==> config.mk <==
export PLATFORM = sky130hd
export DESIGN_NAME = multicycle_ctrl
export DESIGN_NICKNAME = d
export VERILOG_FILES = /design/src/rtl/multicycle_ctrl.sv
export SDC_FILE = /design/constraint.sdc
export NUM_CORES = 1
export LEC_CHECK = 0
export BUFFER_PORTS_ARGS = -buffer_cell sky130_fd_sc_hd__buf_2
export CORE_MARGIN = 2
export CORE_UTILIZATION = 43
export CTS_BUF_LIST = sky130_fd_sc_hd__clkbuf_16
export DETAILED_ROUTE_END_ITERATION = 10
export PLACE_DENSITY = 0.88
export SYNTH_ARGS = -nofsm -noshare
export SYNTH_HDL_FRONTEND = slang
export SYNTH_SLANG_ARGS = --single-unit
export TNS_END_PERCENT = 10
==> constraint.sdc <==
create_clock -name clk -period 1.4 [get_ports clk]
set_input_delay 0.28 -clock clk [delete_from_list [all_inputs] [get_ports clk]]
set_output_delay 0.28 -clock clk [all_outputs]
set_load 0.02 [all_outputs]
==> src/rtl/multicycle_ctrl.sv <==
// Main sequencing controller for the multicycle RV32I core: Moore FSM driving datapath selects.
// Optional macro CTRL_ILLEGAL_TRAP_EN: unknown opcodes enter a TRAP state and raise illegal_instr.
module multicycle_ctrl (
    input  logic       clk,
    input  logic       rst_n,
    input  logic [6:0] op,
    input  logic [2:0] funct3,
    input  logic       funct7b5,
    input  logic       zero,
    input  logic       mem_ready,
    output logic       mem_req,
    output logic       mem_write,
    output logic       adr_src,
    output logic       ir_write,
    output logic       pc_write,
    output logic       reg_write,
    output logic [1:0] result_src,
    output logic [1:0] alu_src_a,
    output logic [1:0] alu_src_b,
    output logic [2:0] imm_src,
    output logic [5:0] alu_cntrl,
    output logic       illegal_instr
);

    localparam logic [6:0] OpLoad   = 7'b0000011;
    localparam logic [6:0] OpStore  = 7'b0100011;
    localparam logic [6:0] OpRtype  = 7'b0110011;
    localparam logic [6:0] OpItype  = 7'b0010011;
    localparam logic [6:0] OpBranch = 7'b1100011;
    localparam logic [6:0] OpJal    = 7'b1101111;

    localparam logic [5:0] AluAdd = 6'h00;
    localparam logic [5:0] AluSub = 6'h08;

    typedef enum logic [3:0] {
        StFetch,
        StDecode,
        StMemAdr,
        StMemRead,
        StMemWb,
        StMemWrite,
        StExecR,
        StExecI,
        StAluWb,
        StBranch,
        StJal
`ifdef CTRL_ILLEGAL_TRAP_EN
        , StTrap
`endif
    } state_e;

`ifdef CTRL_ILLEGAL_TRAP_EN
    localparam state_e StIllegal = StTrap;
`else
    // Unknown opcodes retire as a NOP: only the fetch's PC+4 has taken effect.
    localparam state_e StIllegal = StFetch;
`endif

    state_e state_q, state_d;

    always_ff @(posedge clk or negedge rst_n) begin
        if (!rst_n) begin
            state_q <= StFetch;
        end else begin
            state_q <= state_d;
        end
    end

    always_comb begin
        state_d = state_q;
        unique case (state_q)
            StFetch:    if (mem_ready) state_d = StDecode;
            StDecode: begin
                case (op)
                    OpLoad, OpStore: state_d = StMemAdr;
                    OpRtype:         state_d = StExecR;
                    OpItype:         state_d = StExecI;
                    OpBranch:        state_d = (funct3[2:1] == 2'b00) ? StBranch : StIllegal;
                    OpJal:           state_d = StJal;
                    default:         state_d = StIllegal;
                endcase
            end
            StMemAdr:   state_d = op[5] ? StMemWrite : StMemRead;
            StMemRead:  if (mem_ready) state_d = StMemWb;
            StMemWb:    state_d = StFetch;
            StMemWrite: if (mem_ready) state_d = StFetch;
            StExecR:    state_d = StAluWb;
            StExecI:    state_d = StAluWb;
            StAluWb:    state_d = StFetch;
            StBranch:   state_d = StFetch;
            StJal:      state_d = StAluWb;
`ifdef CTRL_ILLEGAL_TRAP_EN
            StTrap:     state_d = StTrap;
`endif
            default:    state_d = StFetch;
        endcase
    end

`ifdef CTRL_ILLEGAL_TRAP_EN
    logic illegal_q, illegal_d;

    assign illegal_d = illegal_q | ((state_q == StDecode) && (state_d == StTrap));

    always_ff @(posedge clk or negedge rst_n) begin
        if (!rst_n) begin
            illegal_q <= 1'b0;
        end else begin
            illegal_q <= illegal_d;
        end
    end

    assign illegal_instr = illegal_q;
`else
    assign illegal_instr = 1'b0;
`endif

    // Everything is held at 0 while reset is asserted, including the FETCH request.
    always_comb begin
        mem_req    = 1'b0;
        mem_write  = 1'b0;
        adr_src    = 1'b0;
        ir_write   = 1'b0;
        pc_write   = 1'b0;
        reg_write  = 1'b0;
        result_src = 2'b00;
        alu_src_a  = 2'b00;
        alu_src_b  = 2'b00;
        imm_src    = 3'b000;
        alu_cntrl  = AluAdd;
        if (rst_n) begin
            case (op)
                OpStore:  imm_src = 3'b001;
                OpBranch: imm_src = 3'b010;
                OpJal:    imm_src = 3'b011;
                default:  imm_src = 3'b000;
            endcase
            unique case (state_q)
                StFetch: begin
                    mem_req    = 1'b1;
                    alu_src_b  = 2'b10;
                    result_src = 2'b10;
                    ir_write   = mem_ready;
                    pc_write   = mem_ready;
                end
                StDecode: begin
                    alu_src_a = 2'b01;
                    alu_src_b = 2'b01;
                end
                StMemAdr: begin
                    alu_src_a = 2'b10;
                    alu_src_b = 2'b01;
                end
                StMemRead: begin
                    mem_req = 1'b1;
                    adr_src = 1'b1;
                end
                StMemWb: begin
                    result_src = 2'b01;
                    reg_write  = 1'b1;
                end
                StMemWrite: begin
                    mem_req   = 1'b1;
                    mem_write = 1'b1;
                    adr_src   = 1'b1;
                end
                StExecR: begin
                    alu_src_a = 2'b10;
                    alu_cntrl = {2'b00, funct7b5, funct3};
                end
                StExecI: begin
                    alu_src_a = 2'b10;
                    alu_src_b = 2'b01;
                    // Only SRAI carries a meaningful funct7 bit among immediate ops.
                    alu_cntrl = {2'b00, funct7b5 & (funct3 == 3'b101), funct3};
                end
                StAluWb: begin
                    reg_write = 1'b1;
                end
                StBranch: begin
                    alu_src_a = 2'b10;
                    alu_cntrl = AluSub;
                    pc_write  = zero ^ funct3[0];
                end
                StJal: begin
                    alu_src_a = 2'b01;
                    alu_src_b = 2'b10;
                    pc_write  = 1'b1;
                end
                default: ;
            endcase
        end
    end

endmodule

# After elaboration in Yosys (flattened, before gate mapping)
# Index checks and enable logic that the tools add are counted.
# classes
eq_ne	20
n_mux	29
bitwise_logic	2
n_reduce_logical	12
# op_table
op	count
4-bit one-hot mux with 6 select lines	1
4-bit 2-to-1 mux	5
4-bit one-hot mux with 5 select lines	1
4-bit by 3-bit equality test with 1-bit output (second input constant)	4
7-bit by 6-bit equality test with 1-bit output (second input constant)	2
7-bit equality test (second input constant)	2
4-bit equality test (second input constant)	3
2-bit one-hot mux with 2 select lines	3
4-bit one-hot mux with 3 select lines	1
1-bit 2-to-1 mux	11
2-bit OR reduction	5
3-bit OR reduction	3
4-bit by 2-bit equality test with 1-bit output (second input constant)	2
2-bit 2-to-1 mux	4
7-bit by 2-bit equality test with 1-bit output (second input constant)	1
7-bit by 5-bit equality test with 1-bit output (second input constant)	1
2-bit != test (second input constant)	3
2-bit one-hot mux with 3 select lines	1
4-bit by 1-bit equality test with 1-bit output (second input constant)	1
4-bit zero test	1
4-bit OR reduction	1
3-bit equality test (second input constant)	1
3-bit 2-to-1 mux	1
1-bit one-hot mux with 3 select lines	1
4 further kinds	4
# totals
reg_bits	4
in_bits	15
wordCells	64

# Logic depth before layout (Yosys ltp)
# Gate-level depths: netlist of the first run.
# depth
word_depth	4
ltp_mapped	5

# Least setup slack after synthesis of the first run
# No wires, ideal clock.
# synth_timing
path_type	in2out
start	input op[2]
end	output imm_src[0]
arrival_time_ns	1.383
t_required_ns	1.120
slack_ns	-0.263
cell_stages	3
n_path_buf	0
path_cell_list	nor3_1 > a21oi_1 > nor4b_1
# synth_between
elab_chain_len	3
word_cells_on_any_way	5
# synth_lines
item	line_no	source
from (decl)	6	input logic [6:0] op,
7-bit equality test / 7-bit by 6-bit equality test with 1-bit output (equally long branches)	131	case (op)
2-bit one-hot mux with 3 select lines *	131	
2-bit 2-to-1 mux *	130	if (rst_n) begin
to (decl)	20	output logic [2:0] imm_src,
# Every way passes the cells marked *; elsewhere a longest branch is shown, timed or not.

# Worst setup path after layout of the first run
# layout_timing
start	register state_q[2]
end	output alu_src_a[1]
# layout_between
elab_chain_len	4
word_cells_on_any_way	10
# layout_lines
item	line_no	source
from (decl)	59	state_e state_q, state_d;
from (signal assigned)	63	state_q <= StFetch;
from (signal assigned)	65	state_q <= state_d;
4-bit by 3-bit equality test with 1-bit output, or another cell as far along	137	unique case (state_q)
4-bit OR reduction (no source line) / 2-bit OR reduction (equally long branches)	--	
2-bit one-hot mux with 2 select lines *	137	
2-bit 2-to-1 mux *	130	
to (decl)	18	output logic [1:0] alu_src_a,
# Marked as above.

==> metrics.yaml, run 1 <==
run_status:
  violations: "negative setup slack"
  status: "finished with violations"
grt:
  grt_pass1_vias: 875
  grt_max_degree: 9
  grt_pass1_wl_um: 3800
  antenna_found_initial: 0
  grtUsageTotal_pct: 26.6
  grt-ovfl-total: 0
routing:
  drt_wl_total_um: 2480
  drcViolationCount: 0
  post_drt_wl_per_cell_um: 14.8
  ant_nets: 0
  drtIter0Drc: 38
  drtPass1Iterations: 4
  vias: 954
  viasPerCell: 5.68
layout:
  seq_area_um2: 105
  final_cell_mix: "33 x buf_4, 18 x buf_2, 14 x nor2_1"
  final_common_cell: "buf_4"
  n_fill_cell: 99
  fin_util_pct: 80.7
  final_net_count: 169
  largest_register_ffs: 4
  multi_input_area_um2: 596
  final_area_um2: 1200
  drive_gt1_share_pct: 58.6
  syn_to_final_growth_pct: 78.4
  reg_top3: "state_q x4"
  num_antenna_cells: 0
  regMostFlops: "state_q"
floorplan:
  initial_core_util_pct: 45.2
  dieArea_um2: 1900
  die-width_um: 43.6
  boundaryPins: 37
  die_h_um: 43.6
  rows: 14
  core-area_um2: 1490
hold_path:
  hp-class: "in2async"
run:
  cap_violations: 0
synth:
  syn_inst: 100
  avgSynthCellArea_um2: 6.73
  netlist_area_um2: 673
  synth_top_area_share_pct: 14.9
  synth_cell_types: 35
  synth.yosys.warnings: 0
  yosysSeqAreaShare_pct: 14.9
  synthTopCellsByArea: "dfrtp_1 15%, nor2_1 11%, nor3_1 7.4%, a21oi_1 5.2%, buf_6 5.0%"
  ys_ff_latch: 4
  yosysTopAreaCell: "dfrtp_1"
clocking:
  path_clk_slew_ns: 0.03
  cts_max_path_buffers: 2
  cts_buffers: 3
  cts_hold_buf: 0
  clkSinkCount: 4
  cts_tree: "built"
  clk_latency_ns: 0.22
  ctsHtreeMaxLevel: 1
  clockRootBuffer: "clkbuf_16"
critical_path:
  critPathCaptureType: "primary output"
  worstPathMaxFanout: 8
  setup.worst_path.start_class: "flop"
  crit_required_ns: 1.12
  critPathKind: "reg2out"
  cp.arrival_ns: 1.40
timing:
  finClkSkew_ns: 0.00244
  period_share_pct: 120
  max_freq_mhz: 595
  rsz0062_at_grt: "true"
  hold_violations: 0
  period_minus_slack_ns: 1.68
  slew_violations: 0
  tns_ns: -3.14
  setup_slack_ns: -0.280
  setup_viol: 17
placed_design:
  placed_area_um2: 938
  portBuffers: 32
  gp_congestion: 0.901
  dp_hpwl_um: 1570
  post-place-ws_ns: -0.0802
pwr:
  p_leak_nw: 0.561
  p_per_area_nw_per_um2: 1290
  total_power_mw: 1.54
  ir_worst_vdd_mv: 1.11
## routing by layer
metal | wire length, um | global-route usage, % | vias to the layer above
met5 | 0 | 0 | -
met4 | 29 | 13.9 | 0
met1 | 1000 | 32.0 | 441
li1 | - | - | 448
met2 | 1260 | 44.1 | 61
met3 | 189 | 5.42 | 4
## final cells by class
type / instances / share of cell area [%]
clock buffers: 3 / 6.25
multi-input cells: 84 / 49.6
inverters: 6 / 1.88
well taps: 16 / 1.67
flip-flops and latches: 4 / 8.75
repair buffers: 55 / 31.9
## per-stage QoR
| stage | hold slack, ns | instances |
|---|---|---|
| finish | 0.0899 | 168 |
| global route | 0.0977 | 168 |
| CTS | 0.0821 | 167 |
| detailed placement | 0.300 | 160 |
| global placement | 0.302 | 160 |
| floorplan | -0.0156 | 103 |
## critical path: stages, from the launching register on
cell and delay, ns:
dfrtp_2 0.47, buf_6 0.15, nand2b_4 0.15, nand2_2 0.08, nor2_2 0.03, o21a_1 0.18, buf_6 0.13
## synthesized netlist by cell type
cell type  number
a21oi_1         7
nor3_1         10
inv_2           3
o21a_1          1
nor3b_2         1
o21ai_1         1
a31oi_1         1
o21ai_0         3
nand4_1         2
dfrtp_1         4
a211oi_2        1
xor2_2          1
nor2_1         19
nor3_2          1
nand3b_1        3
xnor2_1         1
nand3_1         1
buf_2           2
nor4b_2         1
inv_1           3
a41oi_1         1
a22o_1          1
nor4b_1         1
nor2b_1         2
and2_1          3
buf_4           4
nand2_1         7
nand2b_1        5
o41a_1          1
o2111ai_1       1
conb_1          1
o31ai_1         2
buf_6           3
o32ai_1         1
xor2_1          1
## logic make-up after synthesis
family | synth area share [%]
AOI/OAI and AO/OA | 21.2
xor gates and xnor gates | 5.02
buffers and inverters | 14.3
DFF | 14.9
other | 0.557
and+or+nand+nor | 44.1
## what timing repair did
| action | CTS | global route |
|---|---|---|
| pin swaps | 4 | 0 |
| buffers inserted | 4 | 1 |
| gates resized for setup | 30 | 15 |
| endpoints found under the setup margin | 18 | 21 |
## final timing paths
check / from / endpoint / slack (ns) / cells after the start
min in group clk: op[4] / state_q[2] / 0.40 / 3
max in group asynchronous: rst_n / state_q[2] / 1.20 / 2
setup / recovery: state_q[2] / alu_src_a[1] / -0.28 / 6
hold reg to reg: state_q[2] / state_q[1] / 0.72 / 2
hold / removal: rst_n / state_q[0] / 0.09 / 2
setup reg to reg: state_q[3] / state_q[0] / -0.08 / 5
## report_power, final
part | total [mW] | internal [mW] | switching, mW
registers | 0.181 | 0.141 | 0.0402
clock network | 0.443 | 0.365 | 0.0785
logic | 0.920 | 0.441 | 0.479
Power figures use the tool's default switching activity.
==> run 2: changes to the inputs <==
Settings changed: ABC_AREA from default to 1, CORE_UTILIZATION 43 to 42.
==> metrics.yaml, run 2 <==
floorplan:
  initial_core_util_pct: 46.4  # +1.2 points
  die-width_um: 42.6  # -2.1%
  boundaryPins: 37  # unchanged
  die_h_um: 42.6  # -2.1%
  rows: 13  # -1
  core-area_um2: 1350  # -9.3%
  dieArea_um2: 1820  # -4.2%
timing:
  relSlewSlack_pct: 66.1
  max_freq_mhz: 559  # -6.1%
  setup_viol: 19  # +2
  rsz0062_at_grt: "true"
  period_share_pct: 128  # +7.9 points
  finClkSkew_ns: 0.00126  # -0.00118 ns
  slew_violations: 0  # unchanged
  hold_violations: 0  # unchanged
  tightestPinTransition_ns: 0.508
  period_minus_slack_ns: 1.79  # +0.110 ns
  setup_slack_ns: -0.391  # -0.110 ns
layout:
  final_area_um2: 1120  # -7.0%
  final_common_cell: "buf_4"
  num_antenna_cells: 0  # unchanged
  final_cell_mix: "27 x buf_4, 19 x nand2_1, 17 x buf_2"
  largest_register_ffs: 4  # unchanged
  regMostFlops: "state_q"
  reg_top3: "state_q x4"
  final_net_count: 179  # +5.9%
  n_fill_cell: 79  # -20%
  syn_to_final_growth_pct: 78.2
  drive_gt1_share_pct: 51.2  # -7.3 points
clocking:
  cts_tree: "built"
  clockRootBuffer: "clkbuf_16"
  cts_max_path_buffers: 2  # unchanged
  cts_buffers: 3  # unchanged
  path_clk_slew_ns: 0.03  # about the same
  clkSinkCount: 4  # unchanged
  clk_latency_ns: 0.23  # about the same
  ctsHtreeMaxLevel: 1  # unchanged
pwr:
  p_int_mw: 0.936  # -1.1%
  p_sw_share_pct: 42.3  # +3.6 points
  pwr-share-clk_pct: 28.2  # -0.5 points
  p_leak_nw: 0.635  # +13%
  p_comb_share_pct: 61.6  # +2.0 points
  total_power_mw: 1.62  # +5.0%
  seqPwrFrac_pct: 10.2  # -1.5 points
  p_per_area_nw_per_um2: 1450  # +13%
  p_sw_mw: 0.686  # +15%
  ir_worst_vdd_mv: 1.37  # +24%
placed_design:
  gp_congestion: 0.902  # +0.18%
  placed_area_um2: 877  # -6.5%
  dp_hpwl_um: 1540  # -1.9%
  portBuffers: 32  # unchanged
synth:
  synthTopCellsByArea: "dfrtp_1 16%, nand2_1 13%, nor2_1 12%, inv_1 10%, nand3_1 8.0%"
  yosysSeqAreaShare_pct: 16.0  # +1.1 points
  synth_cell_types: 25  # -29%
  ys_ff_latch: 4  # unchanged
  async_flop_share_pct: 100  # unchanged
  netlist_area_um2: 627  # -6.9%
  synth_edf_count: 0  # unchanged
  synth_commonest_cells: "21 x nand2_1, 20 x nor2_1, 17 x inv_1"
  synth.yosys.warnings: 0  # unchanged
  syn_inst: 111  # +11%
  synth.most_common_cell: "nand2_1"
  ys.flop_type: "dfrtp_1"
  avgSynthCellArea_um2: 5.65  # -16%
  yosysTopAreaCell: "dfrtp_1"
  synth_top_area_share_pct: 16.0  # +1.1 points
grt:
  grt-ovfl-total: 0  # unchanged
  grtUsageTotal_pct: 25.9  # -0.70 points
  grt_pass1_vias: 860  # -1.7%
  grt.met1_usage_pct: 27.5  # -4.5 points
  grt_pass1_wl_um: 3510  # -7.8%
  grt_max_degree: 13  # +4
  grt_use_met2_pct: 42.4  # -1.7 points
  grt-busiest-layer: "met2"
  grt.met3_usage_pct: 9.48  # +4.1 points
  antenna_found_initial: 0  # unchanged
run_status:
  status: "finished with violations"
  violations: "negative setup slack"
critical_path:
  setup.worst_path.start_class: "flop"
  critPathKind: "reg2out"
  critPathCaptureType: "primary output"
  crit_required_ns: 1.12  # about the same
  cp.arrival_ns: 1.51  # +0.11 ns
  worstPathMaxFanout: 4  # -4
routing:
  drcViolationCount: 0  # unchanged
  vias: 970  # +1.7%
  post_drt_wl_per_cell_um: 15.2  # +2.9%
  drtPass1Iterations: 4  # unchanged
  drt_wl_total_um: 2690  # +8.4%
  ant_nets: 0  # unchanged
  viasPerCell: 5.48  # -3.5%
  drtIter0Drc: 30  # -21%
run:
  cap_violations: 0  # unchanged
hold_path:
  hp-class: "in2reg"
## run 2: final cells by class
type | count | area, um^2 | area share, %
multi-input combinational | 82 | 477 | 42.7
timing repair buffer | 50 | 354 | 31.7
sequential | 4 | 101 | 9.07
inverter | 23 | 91.3 | 8.17
clock buffer | 3 | 75.1 | 6.72
tap | 15 | 18.8 | 1.68
## run 2: per-layer routing
metal | wire [um] | share of wire (%)
met1 | 1000 | 37
met2 | 1320 | 49
met3 | 232 | 8.6
met4 | 135 | 5.0
met5 | 0 | 0
## run 2: final timing paths
kind	start	to	slack, ns	cells after the start
worst max-delay path	state_q[3]	alu_src_a[1]	-0.39	6
worst min-delay path	mem_ready	state_q[2]	0.28	2
worst max register to register	state_q[3]	state_q[0]	-0.10	10
worst min register to register	state_q[2]	state_q[1]	0.70	3
max in group asynchronous	rst_n	state_q[2]	0.60	3
min in group asynchronous	rst_n	state_q[2]	0.59	3
## run 2: power groups by stage
stage	sequential (mW)	clock, mW	combinational [mW]
floorplan	0.169	0	0.467
global placement	0.160	0	0.742
detailed placement	0.162	0	0.761
CTS	0.161	0.456	0.873
global route	0.166	0.469	1.05
finish	0.166	0.457	0.999
## run 2: kinds of logic (layout without fill, tap and decap cells)
| kind of cell | Yosys count | count (layout) | synth area share, % |
|---|---|---|---|
| compound gates | 13 | 13 | 13.8 |
| xor+xnor | 1 | 1 | 1.40 |
| buf+inv | 28 | 76 | 19.2 |
| flops | 4 | 4 | 16.0 |
| other cells | 1 | 4 | 0.598 |
| simple gates | 64 | 64 | 49.1 |
## run 2: metrics by stage
step | util [%] | worst slack (ns) | std cells | TNS [ns] | hold WS [ns]
finish | 82.8 | -0.391 | 177 | -4.71 | 0.276
global route | 82.8 | -0.422 | 177 | -5.24 | 0.274
CTS | 76.1 | -0.308 | 174 | -3.87 | 0.278
detailed placement | 65.0 | -0.125 | 168 | -0.621 | 0.200
global placement | 65.0 | -0.0601 | 168 | -0.306 | 0.198
floorplan | - | -0.0390 | 114 | -0.0709 | -0.0156
## run 2: repair_timing
item                                   in CTS  in global routing
setup endpoints to repair                  16                 19
endpoints found under the hold margin       4                  0
pin swaps                                   4                  4
gates resized for setup                    19                 20
hold buffers                                1                  0
buffers inserted                            2                  3
## run 2: critical path, stage by stage (launching register included)
cell     delay, ns
dfrtp_1       0.43
nor2_4        0.21
inv_4         0.08
nor2_2        0.18
nor2_1        0.09
a21oi_1       0.13
buf_4         0.16
